### config.mk
export PLATFORM = sky130hd
export DESIGN_NAME = ps2_scancode_parser
export DESIGN_NICKNAME = d
export VERILOG_FILES = /design/src/rtl/ps2_scancode_parser.sv
export SDC_FILE = /design/constraint.sdc
export NUM_CORES = 1
export LEC_CHECK = 0
export BUFFER_PORTS_ARGS = -buffer_cell sky130_fd_sc_hd__buf_2
export CAP_MARGIN = 5
export CORE_MARGIN = 4
export CORE_UTILIZATION = 50
export DETAILED_ROUTE_END_ITERATION = 8
export PLACE_DENSITY = 0.67
export SYNTH_ARGS = -nofsm -noshare
export SYNTH_HDL_FRONTEND = slang
export SYNTH_SLANG_ARGS = --single-unit
### constraint.sdc
create_clock -name clk -period 5.2 [get_ports clk]
set_clock_uncertainty 0.05 [all_clocks]
set_input_delay 0 -clock clk [delete_from_list [all_inputs] [get_ports clk]]
set_output_delay 0 -clock clk [all_outputs]
set_load 0.01 [all_outputs]
### src/rtl/ps2_scancode_parser.sv
// PS/2 keyboard front end: pin sync, clock glitch filter, frame receiver and Set-2 prefix folding.
// Optional TYPEMATIC_FILTER_EN suppresses repeated makes of the same key until its break.
module ps2_scancode_parser #(
    parameter int FILTER_LEN     = 4,
    parameter int TIMEOUT_CYCLES = 50000
) (
    input  logic       clk,
    input  logic       resetN,
    input  logic       ps2_clk,
    input  logic       ps2_data,
    output logic [8:0] keyCode,
    output logic       make,
    output logic       brakee,
    output logic       frame_err
);
    localparam int FW = $clog2(FILTER_LEN + 1);
    localparam int TW = $clog2(TIMEOUT_CYCLES + 1);

    // state | meaning
    // IDLE  | no prefix pending
    // EXT   | E0 seen, waiting for code or F0
    // BRK   | F0 seen (ext holds E0 flag), next byte is a break code
    // PAUSE | E1 seen, swallowing the rest of the pause sequence
    typedef enum logic [1:0] {S_IDLE, S_EXT, S_BRK, S_PAUSE} state_t;

    logic [1:0]    clk_sync, data_sync;
    logic [FW-1:0] flt_cnt;
    logic          clk_flt, fall, data_bit;
    logic [3:0]    bit_cnt;
    logic [7:0]    shreg;
    logic          par, rx_valid, rx_err;
    logic [TW-1:0] tmo;
    state_t        state, state_nx;
    logic          ext, ext_nx;
    logic [2:0]    skip, skip_nx;
    logic          make_nx, brk_nx, make_raw;
    logic [8:0]    code_nx;
    logic          suppress;

    always_ff @(posedge clk or negedge resetN) begin
        if (!resetN) begin
            clk_sync  <= 2'b11;
            data_sync <= 2'b11;
        end else begin
            clk_sync  <= {clk_sync[0], ps2_clk};
            data_sync <= {data_sync[0], ps2_data};
        end
    end

    // Filtered clock flips only after FILTER_LEN consecutive differing samples.
    always_ff @(posedge clk or negedge resetN) begin
        if (!resetN) begin
            flt_cnt  <= '0;
            clk_flt  <= 1'b1;
            fall     <= 1'b0;
            data_bit <= 1'b1;
        end else begin
            fall <= 1'b0;
            if (clk_sync[1] == clk_flt) begin
                flt_cnt <= '0;
            end else if (flt_cnt == FW'(FILTER_LEN - 1)) begin
                flt_cnt  <= '0;
                clk_flt  <= clk_sync[1];
                fall     <= ~clk_sync[1];
                data_bit <= data_sync[1];
            end else begin
                flt_cnt <= flt_cnt + 1'b1;
            end
        end
    end

    always_ff @(posedge clk or negedge resetN) begin
        if (!resetN) begin
            bit_cnt  <= '0;
            shreg    <= '0;
            par      <= 1'b0;
            rx_valid <= 1'b0;
            rx_err   <= 1'b0;
            tmo      <= TW'(TIMEOUT_CYCLES - 1);
        end else begin
            rx_valid <= 1'b0;
            rx_err   <= 1'b0;
            if (fall) begin
                tmo <= TW'(TIMEOUT_CYCLES - 1);
                case (bit_cnt)
                    4'd0: begin
                        if (!data_bit) bit_cnt <= 4'd1;
                        else           rx_err  <= 1'b1;
                    end
                    4'd9: begin
                        par     <= data_bit;
                        bit_cnt <= 4'd10;
                    end
                    4'd10: begin
                        bit_cnt <= 4'd0;
                        if (data_bit && (^{shreg, par})) rx_valid <= 1'b1;
                        else                             rx_err   <= 1'b1;
                    end
                    default: begin
                        shreg   <= {data_bit, shreg[7:1]};
                        bit_cnt <= bit_cnt + 4'd1;
                    end
                endcase
            end else if (bit_cnt != 4'd0) begin
                if (tmo == '0) begin
                    rx_err  <= 1'b1;
                    bit_cnt <= 4'd0;
                end else begin
                    tmo <= tmo - 1'b1;
                end
            end
        end
    end

    always_ff @(posedge clk or negedge resetN) begin
        if (!resetN) begin
            state     <= S_IDLE;
            ext       <= 1'b0;
            skip      <= '0;
            make      <= 1'b0;
            brakee    <= 1'b0;
            frame_err <= 1'b0;
            keyCode   <= 9'h000;
        end else begin
            state     <= state_nx;
            ext       <= ext_nx;
            skip      <= skip_nx;
            make      <= make_nx;
            brakee    <= brk_nx;
            frame_err <= rx_err;
            if (make_nx || brk_nx) keyCode <= code_nx;
        end
    end

    always_comb begin
        state_nx = state;
        ext_nx   = ext;
        skip_nx  = skip;
        if (rx_err) begin
            state_nx = S_IDLE;
        end else if (rx_valid) begin
            case (state)
                S_IDLE: begin
                    if (shreg == 8'hE0) begin
                        state_nx = S_EXT;
                    end else if (shreg == 8'hF0) begin
                        state_nx = S_BRK;
                        ext_nx   = 1'b0;
                    end else if (shreg == 8'hE1) begin
                        state_nx = S_PAUSE;
                        skip_nx  = 3'd7;
                    end
                end
                S_EXT: begin
                    if (shreg == 8'hF0) begin
                        state_nx = S_BRK;
                        ext_nx   = 1'b1;
                    end else if (shreg != 8'hE0) begin
                        state_nx = S_IDLE;
                    end
                end
                S_BRK: state_nx = S_IDLE;
                S_PAUSE: begin
                    skip_nx = skip - 3'd1;
                    if (skip == 3'd1) state_nx = S_IDLE;
                end
                default: state_nx = S_IDLE;
            endcase
        end
    end

    always_comb begin
        make_raw = 1'b0;
        brk_nx   = 1'b0;
        code_nx  = {1'b0, shreg};
        if (rx_valid && !rx_err) begin
            case (state)
                S_IDLE: make_raw = !(shreg inside {8'hE0, 8'hF0, 8'hE1, 8'hFA, 8'hAA,
                                                    8'hEE, 8'hFE, 8'hFC, 8'h00, 8'hFF});
                S_EXT: begin
                    make_raw = !(shreg inside {8'hE0, 8'hF0});
                    code_nx  = {1'b1, shreg};
                end
                S_BRK: begin
                    brk_nx  = 1'b1;
                    code_nx = {ext, shreg};
                end
                default: ;
            endcase
        end
        make_nx = make_raw && !suppress;
    end

`ifdef TYPEMATIC_FILTER_EN
    logic [8:0] last_made;
    logic       last_valid;

    assign suppress = last_valid && (last_made == code_nx);

    always_ff @(posedge clk or negedge resetN) begin
        if (!resetN) begin
            last_made  <= 9'h000;
            last_valid <= 1'b0;
        end else if (make_nx) begin
            last_made  <= code_nx;
            last_valid <= 1'b1;
        end else if (brk_nx && (code_nx == last_made)) begin
            last_valid <= 1'b0;
        end
    end
`else
    assign suppress = 1'b0;
`endif

endmodule

==> metrics.md <==
| Metric | Value |
|---|---|
| Flop pwr share | `0.462` |
| Seq cells post-synth | `59` |
| Crit-path cells | `or3_4, or3_4, o21ai_2, a21o_1, mux2_4` |
| Pin count of the biggest net entering global routing | `60` |
| Fin. max-slew vios | `0` |
| Worst rel slew slack | `0.5238` |
| Layout net count | `~330` |
| Final Wtd Congestion | `between 0.7 and 0.8` |
| Core area | `roughly 0.0061 mm^2` |
| Commonest non-fill, non-tap cells in the layout | `dfrtp_1 (44), nor2_1 (21), xnor2_1 (19)` |
| First-pass GRT wire length | `just under 10000 um` |
| R2R Setup Slk | `~3.0 ns` |
| Post-synthesis cell area | `about 0.0032 mm^2` |
| Syn-to-layout area delta | `10.87%` |
| Comb pwr share | `0.187` |
| Biggest area consumer among synthesized cells | `dfrtp_1` |
| Ys flop type | `dfrtp_1` |
| Async S/R FF share, synth | `1.000` |
| H-tree depth | `3` |
| Worst-skew pair later-pin latency | `approximately 0.34 ns` |
| Sequential-to-total area share from yosys stat | `0.4639` |
| Final setup margin | `between 2 and 3 ns` |
| Post-synth cell types | `60` |
| Most common cell after layout, fill and taps aside | `dfrtp_1` |
| Clk buf depth | `2` |
| Layout cells sized above 1 | `0.2414` |
| Die Width | `88.29 um` |
| CP Launch Type | `flop` |
| Antenna violations before repair | `0` |
| Peak VDD IR | `~0.27 mV` |
| Reg clk slew, reported paths | `approximately 0.08 ns` |
| N_diodes | `0` |
| Max-Cap Viols | `0` |
| Critical Path AT | `2.38 ns` |
| Setup WS pre-CTS | `between 3 and 4 ns` |
| PortBufs | `15` |
| Static leakage | `1.602 nW` |
| Post-CTS Setup Bufs | `0` |
| Status | `finished clean` |
| Syn Inst Count | `just under 300` |
| CP delay by family, top | `simple AND/OR/NAND/NOR gates` |
| Setup TNS | `0 ns` |
| PD cells | `about 370 mW/mm^2` |
| Critical Path Max Stage Delay | `roughly 0.45 ns` |
| Tightest Hold Check Type | `in2reg` |
| Top cells by area, synth | `dfrtp_1 (34%), dfstp_2 (12%), xnor2_1 (5.2%)` |
| Synth Warn # | `0` |
| IO Pins | `16` |
| Avg WL per Cell | `~14 um` |
| Clock Sinks | `59` |
| Top cell type's share of synthesized area | `0.3416` |
| NetSw | `between 0.0003 and 0.0004 W` |
| Global Route Usage Sum | `0.1618` |
| Max Freq | `roughly 450 MHz` |
| Slowest cell on the critical path | `dfrtp_1` |
| Reg2Reg Launch Point | `shreg[1]$_DFFE_PN0P_` |
| Height of the die | `approximately 88 um` |
| Std cell rows | `28` |
| Crit-path max FO | `9` |
| Final hold violations | `0` |
| Drt via density | `between 5 and 6` |
| WS Path Type | `reg2reg` |
| EDFF count, synth | `0` |
| Switching part of the total | `0.2892` |
| Min-Delay Startpoint | `ps2_data` |
| Syn avg cell area | `~11 um^2` |
| TritonCTS clock tree | `built` |
| Required @ worst endpoint | `~5.4 ns` |
| DRT Pass-1 Iters | `4` |
| Clock root buffer | `clkbuf_8` |
| Worst slew pin tran | `a little over 0.7 ns` |
| RSZ-0062 raised after global routing | `false` |
| CTS buffer count | `9` |
| CP startpoint | `shreg[1]$_DFFE_PN0P_` |
| Post-Route WL | `5708 um` |
| Die area | `around 0.008 mm^2` |
| Detailed-route via count | `around 2200` |
| Overflow after GRT | `0` |
| Number of global-route vias before repair | `2140` |
| Post-Syn Nets | `~320` |
| Minimum clock period | `approximately 2.2 ns` |
| CP Capture Type | `flop` |
| Post-DP HPWL | `3805 um` |
| Drt initial violations | `96` |
| DRC | `0` |
| Tcrit/Tclk final | `0.4241` |
| Crit path buffers/inverters | `0` |
| Clock network fraction of design power | `0.351` |
| Initial Util | `0.5287` |
| DRT antenna net count | `0` |
| Final setup fails | `0` |
| P_int | `around 0.00094 W` |
| Most used cell, CP | `or3_4` |
cell usage after synthesis (3+ instances only):
cell type / n
inv_1: 15
mux2_4: 4
nand3_1: 7
o21a_1: 3
nand2_1: 9
dfrtp_1: 44
xnor2_1: 19
nor2_1: 21
and3b_1: 3
dfstp_2: 15
nor3b_1: 4
a211oi_1: 3
clkbuf_1: 6
nor2b_1: 5
buf_2: 6
a211o_1: 3
a21oi_1: 14
nor3_1: 7
ha_1: 13
nand2b_1: 10
nand4_1: 5
a21o_1: 3
nor4_1: 4
mux2_2: 12
o21ai_0: 17
final timing paths:
kind / end / depth (start not counted)
worst max-delay path: keyCode[5]$_DFFE_PN0P_ / 5
max in group asynchronous: tmo[12]$_DFFE_PN0P_ / 3
min in group asynchronous: keyCode[6]$_DFFE_PN0P_ / 3
worst min-delay path: data_sync[0]$_DFF_PN1_ / 2
worst min register to register: data_sync[1]$_DFF_PN1_ / 0
worst max register to register: keyCode[5]$_DFFE_PN0P_ / 5
final cells by class:
cell class | instances | area [um^2]
Fill cell | 538 | 2522
Multi-Input combinational cell | 210 | 1597
Sequential cell | 59 | 1495
Clock buffer | 11 | 141.4
Timing Repair Buffer | 19 | 112.6
Tap cell | 75 | 93.84
Clock inverter | 5 | 77.57
Inverter | 15 | 56.30
power by group through the flow:
stage	logic [W]	clock network [W]	registers (W)
6_report	0.000247	0.000465	0.000612
5_1_grt	0.000280	0.000500	0.000624
4_1_cts	0.000248	0.000478	0.000613
3_5_place_dp	0.000245	0	0.000619
3_3_place_gp	0.000239	0	0.000618
2_1_floorplan	0.000205	0	0.000604
through the flow:
stage	util	power [W]	cells	hold WS, ns	instance area, um^2
floorplan	-	0.0008088	298	-0.3456	3223
global placement	0.5454	0.0008571	375	0.05503	3324
detailed placement	0.5454	0.0008646	375	0.05630	3324
CTS	0.5862	0.001339	394	0.2375	3573
global route	0.5862	0.001403	394	0.2725	3573
finish	0.5862	0.001324	394	0.2631	3573
cells by family (layout without fill, tap and decap cells):
kind of cell | after synthesis | after routing | share of synthesized area
fa+ha+maj | 13 | 13 | 0.05047
buf+inv | 29 | 50 | 0.04076
flops | 59 | 59 | 0.4639
compound gates | 65 | 65 | 0.1448
mux | 18 | 18 | 0.06677
xor+xnor | 21 | 21 | 0.06134
simple gates | 93 | 93 | 0.1720
repair_timing:
item                                   in CTS  in global routing
endpoints found under the hold margin      46                  0
gates resized for setup                     0                  0
setup endpoints to repair                   0                  0
hold buffers                                3                  0
sequential cells by signal, indices dropped and copies added (netlist names):
register,count
par,1
data_bit,1
rx_valid,1
brakee,1
bit_cnt,4
fall,1
shreg,8
state,2
clk_sync,2
data_sync,2
make,1
rx_err,1
keyCode,9
skip,3
ext,1
flt_cnt,3
clk_flt,1
frame_err,1
tmo,16
metal layers:
layer / wire (um) / GRT usage / vias to the layer above
met5: 0 / 0 / -
met4: 88 / 0.08654 / 0
met3: 167 / 0.02886 / 8
met2: 2595 / 0.2488 / 33
met1: 2857 / 0.2180 / 1060
li1: - / - / 1102
(Power assumes the default switching activity.)
